<file path="config.mk">
export PLATFORM = sky130hd
export DESIGN_NAME = shift_add_multiplier_8bit_flat
export DESIGN_NICKNAME = d
export VERILOG_FILES = /design/src/rtl/shift_add_multiplier_8bit_pkg.sv /design/src/rtl/shift_add_multiplier_8bit_if.sv /design/src/rtl/shift_add_multiplier_8bit_adder.sv /design/src/rtl/shift_add_multiplier_8bit.sv /design/src/flat_wrapper.sv
export SDC_FILE = /design/constraint.sdc
export NUM_CORES = 1
export LEC_CHECK = 0
export BUFFER_PORTS_ARGS = -buffer_cell sky130_fd_sc_hd__buf_2
export CAP_MARGIN = 15
export CORE_ASPECT_RATIO = 1.4
export CORE_MARGIN = 10
export CORE_UTILIZATION = 50
export DETAILED_ROUTE_END_ITERATION = 10
export PLACE_DENSITY = 0.76
export SYNTH_ARGS = -nofsm -noshare
export SYNTH_HDL_FRONTEND = slang
export SYNTH_SLANG_ARGS = --single-unit
</file>
<file path="constraint.sdc">
create_clock -name clk -period 3.06 [get_ports clk]
set_input_delay 0.612 -clock clk [delete_from_list [all_inputs] [get_ports clk]]
set_output_delay 0.612 -clock clk [all_outputs]
set_load 0.05 [all_outputs]
</file>
<file path="src/rtl/shift_add_multiplier_8bit_pkg.sv">
// Shared types and sizing for the shift-and-add multiplier.
//   WIDTH  : operand width (the ripple adder is fixed at 8 bits)
//   CNT_W  : iteration counter width, must be able to hold WIDTH
//   PROD_W : product width
package mult_pkg;
   localparam int WIDTH  = 8;
   localparam int CNT_W  = 4;
   localparam int PROD_W = 2 * WIDTH;

   typedef enum logic [1:0] {IDLE, CALC, DONE} mult_state_t;
endpackage

</file>
<file path="src/rtl/shift_add_multiplier_8bit_if.sv">
// Start/busy/done handshake bundle for the multiplier.
//   start        : request, sampled only while the multiplier is idle
//   multiplicand : operand A, captured with an accepted start
//   multiplier   : operand B, captured with an accepted start
//   busy         : high while an operation is in flight (CALC and DONE)
//   done         : one-cycle pulse, product valid
//   product      : A*B, held until the next accepted start
interface shift_add_multiplier_8bit_if import mult_pkg::*; ();
   logic              start;
   logic [WIDTH-1:0]  multiplicand;
   logic [WIDTH-1:0]  multiplier;
   logic              busy;
   logic              done;
   logic [PROD_W-1:0] product;

   modport master (output start, multiplicand, multiplier,
                   input  busy, done, product);
   modport slave  (input  start, multiplicand, multiplier,
                   output busy, done, product);
endinterface

</file>
<file path="src/rtl/shift_add_multiplier_8bit_adder.sv">
// 8-bit unsigned adder shared by every iteration of the multiplier.
//   numberA : addend (running upper half of the product)
//   numberB : addend (multiplicand or zero)
//   result  : 8-bit sum
//   cout    : carry out
module Adder_8bit (
   input  logic [7:0] numberA,
   input  logic [7:0] numberB,
   output logic [7:0] result,
   output logic       cout
);
   assign {cout, result} = {1'b0, numberA} + {1'b0, numberB};
endmodule

</file>
<file path="src/rtl/shift_add_multiplier_8bit.sv">
// Sequential 8x8 unsigned radix-2 shift-and-add multiplier, one partial
// product per clock through a single shared 8-bit adder.
//   clk   : rising-edge clock
//   reset : asynchronous, active-high; aborts any operation in flight
//   bus   : start/operands in, busy/done/product out (slave modport)
module shift_add_multiplier_8bit #(
   parameter int WIDTH = mult_pkg::WIDTH,
   parameter int CNT_W = mult_pkg::CNT_W
) (
   input  logic                        clk,
   input  logic                        reset,
   shift_add_multiplier_8bit_if.slave  bus
);
   import mult_pkg::*;

   if (WIDTH != 8) begin : g_width_chk
      $error("shift_add_multiplier_8bit: WIDTH must be 8 to match Adder_8bit");
   end
   if ((1 << CNT_W) <= WIDTH) begin : g_cnt_chk
      $error("shift_add_multiplier_8bit: CNT_W too small to hold WIDTH");
   end

   mult_state_t        r_state, w_next_state;
   logic [WIDTH-1:0]   r_m;       // multiplicand
   logic [WIDTH-1:0]   r_acc;     // upper half of running product
   logic [WIDTH-1:0]   r_q;       // lower half / remaining multiplier bits
   logic [CNT_W-1:0]   r_cnt;
   logic               r_busy;
   logic               r_done;
   logic [2*WIDTH-1:0] r_product;

   logic [WIDTH-1:0]   w_addend;
   logic [WIDTH-1:0]   w_sum;
   logic               w_cout;
   logic               w_last;

   assign w_addend = r_q[0] ? r_m : '0;
   assign w_last   = (r_cnt == CNT_W'(WIDTH - 1));

   Adder_8bit u_adder (
      .numberA (r_acc),
      .numberB (w_addend),
      .result  (w_sum),
      .cout    (w_cout)
   );

   always_comb begin
      w_next_state = r_state;
      case (r_state)
         IDLE:    if (bus.start) w_next_state = CALC;
         CALC:    if (w_last)    w_next_state = DONE;
         DONE:                   w_next_state = IDLE;
         default:                w_next_state = IDLE;
      endcase
   end

   always_ff @(posedge clk or posedge reset) begin
      if (reset) begin
         r_state   <= IDLE;
         r_m       <= '0;
         r_acc     <= '0;
         r_q       <= '0;
         r_cnt     <= '0;
         r_busy    <= 1'b0;
         r_done    <= 1'b0;
         r_product <= '0;
      end else begin
         r_state <= w_next_state;
         case (r_state)
            IDLE: begin
               r_done <= 1'b0;
               if (bus.start) begin
                  r_m    <= bus.multiplicand;
                  r_q    <= bus.multiplier;
                  r_acc  <= '0;
                  r_cnt  <= '0;
                  r_busy <= 1'b1;
               end
            end
            CALC: begin
               // Carry lands in ACC[7]; sum LSB shifts into the top of Q.
               r_acc <= {w_cout, w_sum[WIDTH-1:1]};
               r_q   <= {w_sum[0], r_q[WIDTH-1:1]};
               r_cnt <= r_cnt + 1'b1;
               if (w_last) begin
                  // Capture the final shifted value directly so product is
                  // already valid in the cycle done is high.
                  r_product <= {w_cout, w_sum, r_q[WIDTH-1:1]};
                  r_done    <= 1'b1;
               end
            end
            DONE: begin
               r_done <= 1'b0;
               r_busy <= 1'b0;
            end
            default: begin
               r_done <= 1'b0;
               r_busy <= 1'b0;
            end
         endcase
      end
   end

   assign bus.busy    = r_busy;
   assign bus.done    = r_done;
   assign bus.product = r_product;
endmodule
</file>
<file path="src/flat_wrapper.sv">
// flat-port wrapper written by rule: the top's interface ports become plain ports
module shift_add_multiplier_8bit_flat import mult_pkg::*;
#(
   parameter int WIDTH = mult_pkg::WIDTH,
   parameter int CNT_W = mult_pkg::CNT_W
)
  (clk, reset, bus_start, bus_multiplicand, bus_multiplier, bus_busy, bus_done, bus_product);
  shift_add_multiplier_8bit_if bus_i ();
  input  logic clk;
  input  logic reset;
  input wire logic [$bits(bus_i.start)-1:0] bus_start;
  input wire logic [$bits(bus_i.multiplicand)-1:0] bus_multiplicand;
  input wire logic [$bits(bus_i.multiplier)-1:0] bus_multiplier;
  output wire logic [$bits(bus_i.busy)-1:0] bus_busy;
  output wire logic [$bits(bus_i.done)-1:0] bus_done;
  output wire logic [$bits(bus_i.product)-1:0] bus_product;
  assign bus_i.start = bus_start;
  assign bus_i.multiplicand = bus_multiplicand;
  assign bus_i.multiplier = bus_multiplier;
  assign bus_busy = bus_i.busy;
  assign bus_done = bus_i.done;
  assign bus_product = bus_i.product;
  shift_add_multiplier_8bit #(.WIDTH(WIDTH), .CNT_W(CNT_W)) u_core (.clk(clk), .reset(reset), .bus(bus_i));
endmodule
</file>
## Word level (Yosys, flattened, before mapping)

Index checks and enable logic that the tools add are counted.

| cells by class | value |
|---|---|
| $add $sub $neg | 2 |
| equality and inequality tests | 4 |
| mux-type cells | 14 |
| bitwise gates (word level) | 1 |
| reduce and logical (&&, ||, !) cells | 7 |

Operators by type and width:

| operator | number |
|---|---|
| case mux 8 bit (2 select lines) | 2 |
| two-way mux 8 bit | 3 |
| AND reduction 2 bit | 5 |
| adder 8 x 8 -> 9 bit | 1 |
| case mux 4 bit (2 select lines) | 1 |
| adder 4 x 1 -> 4 bit (second input constant) | 1 |
| equality test 4 x 3 -> 1 bit (second input constant) | 1 |
| two-way mux 2 bit | 2 |
| two-way mux 4 bit | 1 |
| case mux 2 bit (2 select lines) | 1 |
| two-way mux 1 bit | 3 |
| equality test 2 x 1 -> 1 bit (second input constant) | 1 |
| logical NOT 2 bit | 1 |
| inequality test 2 x 1 -> 1 bit (second input constant) | 1 |
| inequality test 2 bit (second input constant) | 1 |
| case mux 1 bit (2 select lines) | 1 |
| nonzero test 2 bit | 1 |
| inverter 1 bit | 1 |

| word-level totals | value |
|---|---|
| register bits | 48 |
| bits of input ports | 19 |
| output and inout port bits | 18 |
| logic and storage cells | 36 |

## Logic depth before layout (Yosys ltp)

| depth | value |
|---|---|
| depth after elaboration | 3 |
| gate-level depth with buffers | 7 |
| depth with buffers taken out | 7 |

## Hierarchy

Synthesis repeated with hierarchy kept, for this count alone.

| second synthesis, totals | value |
|---|---|
| cells, all modules | 186 |
| area, all modules | 2,242.2 µm² |

Modules (own cells, without submodules):

| module | instances | cells each | area an instance (µm²) | seq. area each (µm²) |
|---|---|---|---|---|
| shift_add_multiplier_8bit | 1 | 144 | 1,918.1 | 1,201.2 |
| Adder_8bit | 1 | 42 | 324.1 | 0.0 |

## Worst setup path after synthesis

Ideal clock, no wire load.

| path | value |
|---|---|
| path kind | register to register |
| start point | register u_core.r_q[0] |
| end point | register u_core.r_product[13], in the netlist u_core.bus.product[13] |
| library setup time | 125 ps |
| arrival | 1,882 ps |
| required time | 2,935 ps |
| setup slack | 1,053 ps |
| cell stages (with the launch flop) | 8 |
| buffers on the path | 0 |
| period minus slack after synthesis | 2,007 ps |
| cells stage by stage | dfrtp_1 > and2_1 > ha_1 > fa_1 > a21o_1 > a221oi_4 > xnor2_1 > o21ai_1 |

| between the ends | value |
|---|---|
| cells in the longest elaborated chain, start to end | 2 |

RTL lines:

| what | RTL line | RTL |
|---|---|---|
| start: declaration | shift_add_multiplier_8bit.sv:26 | `logic [WIDTH-1:0] r_q;` |
| start signal: assignment | shift_add_multiplier_8bit.sv:74 | `r_q <= bus.multiplier;` |
| start signal: assignment | shift_add_multiplier_8bit.sv:83 | `r_q <= {w_sum[0], r_q[WIDTH-1:1]};` |
| two-way mux 8 bit | shift_add_multiplier_8bit.sv:37 | `assign w_addend = r_q[0] ? r_m : '0;` |
| adder 8 x 8 -> 9 bit | shift_add_multiplier_8bit_adder.sv:12 | `assign {cout, result} = {1'b0, numberA} + {1'b0, numberB};` |
| end signal: assignment | shift_add_multiplier_8bit.sv:88 | `r_product <= {w_cout, w_sum, r_q[WIDTH-1:1]};` |
| end: declaration | shift_add_multiplier_8bit.sv:30 | `logic [2*WIDTH-1:0] r_product;` |

No other way between the ends.
A chain may end at the register's enable or synchronous reset.

## Worst setup path in the final report

| path | value |
|---|---|
| start point | register u_core.r_q[0] |
| end point | register u_core.r_acc[5] |

| between the ends | value |
|---|---|
| cells in the longest elaborated chain, start to end | 3 |

RTL lines:

| what | RTL line | RTL |
|---|---|---|
| two-way mux 8 bit | shift_add_multiplier_8bit.sv:37 |  |
| adder 8 x 8 -> 9 bit | shift_add_multiplier_8bit_adder.sv:12 |  |
| case mux 8 bit (2 select lines) | shift_add_multiplier_8bit.sv:69 | `case (r_state)` |
| end signal: assignment | shift_add_multiplier_8bit.sv:82 | `r_acc <= {w_cout, w_sum[WIDTH-1:1]};` |
| end: declaration | shift_add_multiplier_8bit.sv:25 | `logic [WIDTH-1:0] r_acc;` |

No other way between the ends.

==> reports/results.txt <==
DP HPWL -> 3300 um
MaxCap Viol Count -> 0
top cells by count, synth -> nand2_1 (68), dfrtp_1 (48), nor2_1 (19)
layout cells sized above 1 -> 20.1%
post-cts resize count -> 0
CP startpoint kind -> flip-flop
worst-case clock buffer depth -> 2
multi-input logic area -> 983 um2
CTS tree -> yes
pwr/cell area -> 1240 nW/um2
Die ar. -> 7670 um2
DR vias -> 1,750
worst hold-check path type -> reg2reg
WP data required -> 3.21 ns
crit path launch -> u_core.r_q[0]$_DFFE_PP0P_
final setup TNS -> 0 ns
Worst-Skew Late Latency -> 0.31 ns
Post-synth top flop -> dfrtp_1
largest net degree at the start of global routing -> 49
die width -> 76.9 um
Yosys reg bits -> 48
ys async rst share -> 100%
DR iter-0 viols -> 119
die height -> 99.7 um
Worst Skew -> 0.0125 ns
final wirelength -> 4640 um
post-synthesis cell area -> 2270 um2
yosys warns -> 0
grt ovf -> 0
area leader, netlist -> dfrtp_1
drt drc -> 0
CP Data Arrival Time -> 2.37 ns
PortBufs -> 36
CP max FO -> 9
Reg2Reg Launch Point -> u_core.r_q[0]$_DFFE_PP0P_
post-route core utilization -> 59.5%
Synth top area share -> 53.0%
vias in the first global route -> 1,807
R2R Setup Slk -> 0.84 ns
CTS buffer count -> 5
final period utilization -> 72.4%
final setup vio count -> 0
initial core utilization -> 52.6%
post-place setup slack -> 0.849 ns
f_max -> 451 MHz
Reg clk slew, reported paths -> 0.09 ns
WL per Instance -> 13.9 um
Setup CP Type -> reg2reg
RSZ-0062 raised after global routing -> no
H-tree depth -> 2
FF/Latch Area -> 1200 um2
Worst slew margin -> 30.6%
number of detailed-route iterations in the first pass -> 4
sequential area share after synthesis -> 53.0%
antenna violations before repair -> 0
Crit. End Element -> flip-flop
worst vdd ir -> 0.476 mV
Hold Path Origin -> u_core.r_cnt[3]$_DFFE_PP0P_
final hold slack -> 0.465 ns
first-pass GRT wire length -> 8220 um
Core Region -> 4310 um2
synthesized area per cell -> 9.49 um2
Post-synth EDFFs -> 0
gr usage total -> 12.8%
Yosys cell types -> 38
Syn Nets -> 268
Tightest Pin Transition -> 1.04 ns
gpl congestion -> 0.764
nets -> 302
Fillers -> 389
status -> finished clean
Synth Instances -> 239
setup bufs post-CTS -> 0
CTS sink count -> 48
Vias/cell -> 5.24
root buf cell -> clkbuf_8
I/O pin cnt -> 37
ANT cells -> 0
Synth-to-Final Area Change -> 13.0%
ANT nets after route -> 0
Max Slew Vio Count -> 0
crit path time final -> 2.22 ns
most common cell in the netlist -> nand2_1
total leakage power -> 1.30 nW
final hold viol count -> 0
Hold Buf Count CTS -> 0
row count -> 28
synth top area cells -> dfrtp_1 (53%), nand2_1 (11%), ha_1 (5.0%)
fin worst setup slack -> 0.844 ns
placed cells by master, fill, tap and decap left out, types with 5 or more instances in the layout:
master and instances:
nand2_1 68, dfrtp_1 48, buf_2 36, nor2_1 19
nand3_1 13, o21ai_1 9, ha_1 9, and2_1 8
o22ai_1 8, o21ai_0 6, clkbuf_8 5
final cells by class:
cell class | count | area share, %
well taps | 60 | 2.93
flip-flops and latches | 48 | 46.9
repair buffers | 38 | 7.62
clock buffers | 5 | 2.69
clock inverters | 3 | 0.928
multi-input cells | 176 | 38.4
inverters | 4 | 0.586
state kept, by name, summed over array words and instances (netlist names):
name and count:
u_core.r_acc 8, u_core.bus.product 16, u_core.r_state 2, u_core.bus.done 1, u_core.r_q 8, u_core.r_m 8, u_core.bus.busy 1, u_core.r_cnt 4
per-stage QoR:
step | power, W | cells | area [um2]
2_1_floorplan | 0.00245 | 239 | 2270
3_3_place_gp | 0.00274 | 326 | 2470
3_5_place_dp | 0.00280 | 326 | 2470
4_1_cts | 0.00319 | 334 | 2560
5_1_grt | 0.00344 | 334 | 2560
6_report | 0.00316 | 334 | 2560
kinds of logic (layout without fill, tap and decap cells):
kind of cell	after synthesis	count (layout)	share of synthesized area, %
xor gates and xnor gates	4	4	1.54
DFF	48	48	53.0
adders and majority gates	10	10	5.85
buffers and inverters	15	50	3.70
muxes	1	1	0.441
AOI/OAI and AO/OA	41	41	12.2
and+or+nand+nor	120	120	23.3
metal layers:
metal | vias to the layer above | wire length [um] | GRT usage, % | share of wire (%)
li1 | 875 | - | - | -
met3 | 8 | 283 | 3.78 | 6.1
met4 | 0 | 74 | 4.30 | 1.6
met1 | 824 | 1970 | 15.1 | 43
met2 | 43 | 2310 | 21.5 | 50
met5 | - | 0 | 0 | 0
worst max-delay path, cell delays in order, from the launching register on:
cell	delay [ns]
dfrtp_1	0.47
and2_1	0.20
ha_1	0.20
fa_1	0.41
a21o_1	0.24
a221oi_4	0.28
xnor2_1	0.18
o21ai_1	0.08
power breakdown:
group | internal, W | switching [W]
combinational | 0.000553 | 0.00110
clock | 0.000162 | 0.000225
sequential | 0.000939 | 0.000186
total | 0.00165 | 0.00151
final timing paths:
path | depth (start not counted) | end
max in group asynchronous | 2 | u_core.r_state[1]$_DFFE_PP0P_
worst max register to register | 7 | u_core.r_acc[5]$_DFFE_PP0P_
worst min-delay path | 1 | u_core.r_cnt[3]$_DFFE_PP0P_
worst max-delay path | 7 | u_core.r_acc[5]$_DFFE_PP0P_
min in group asynchronous | 2 | u_core.r_acc[2]$_DFFE_PP0P_
worst min register to register | 1 | u_core.r_cnt[3]$_DFFE_PP0P_
Note: power is estimated with default switching activity, not from simulation.
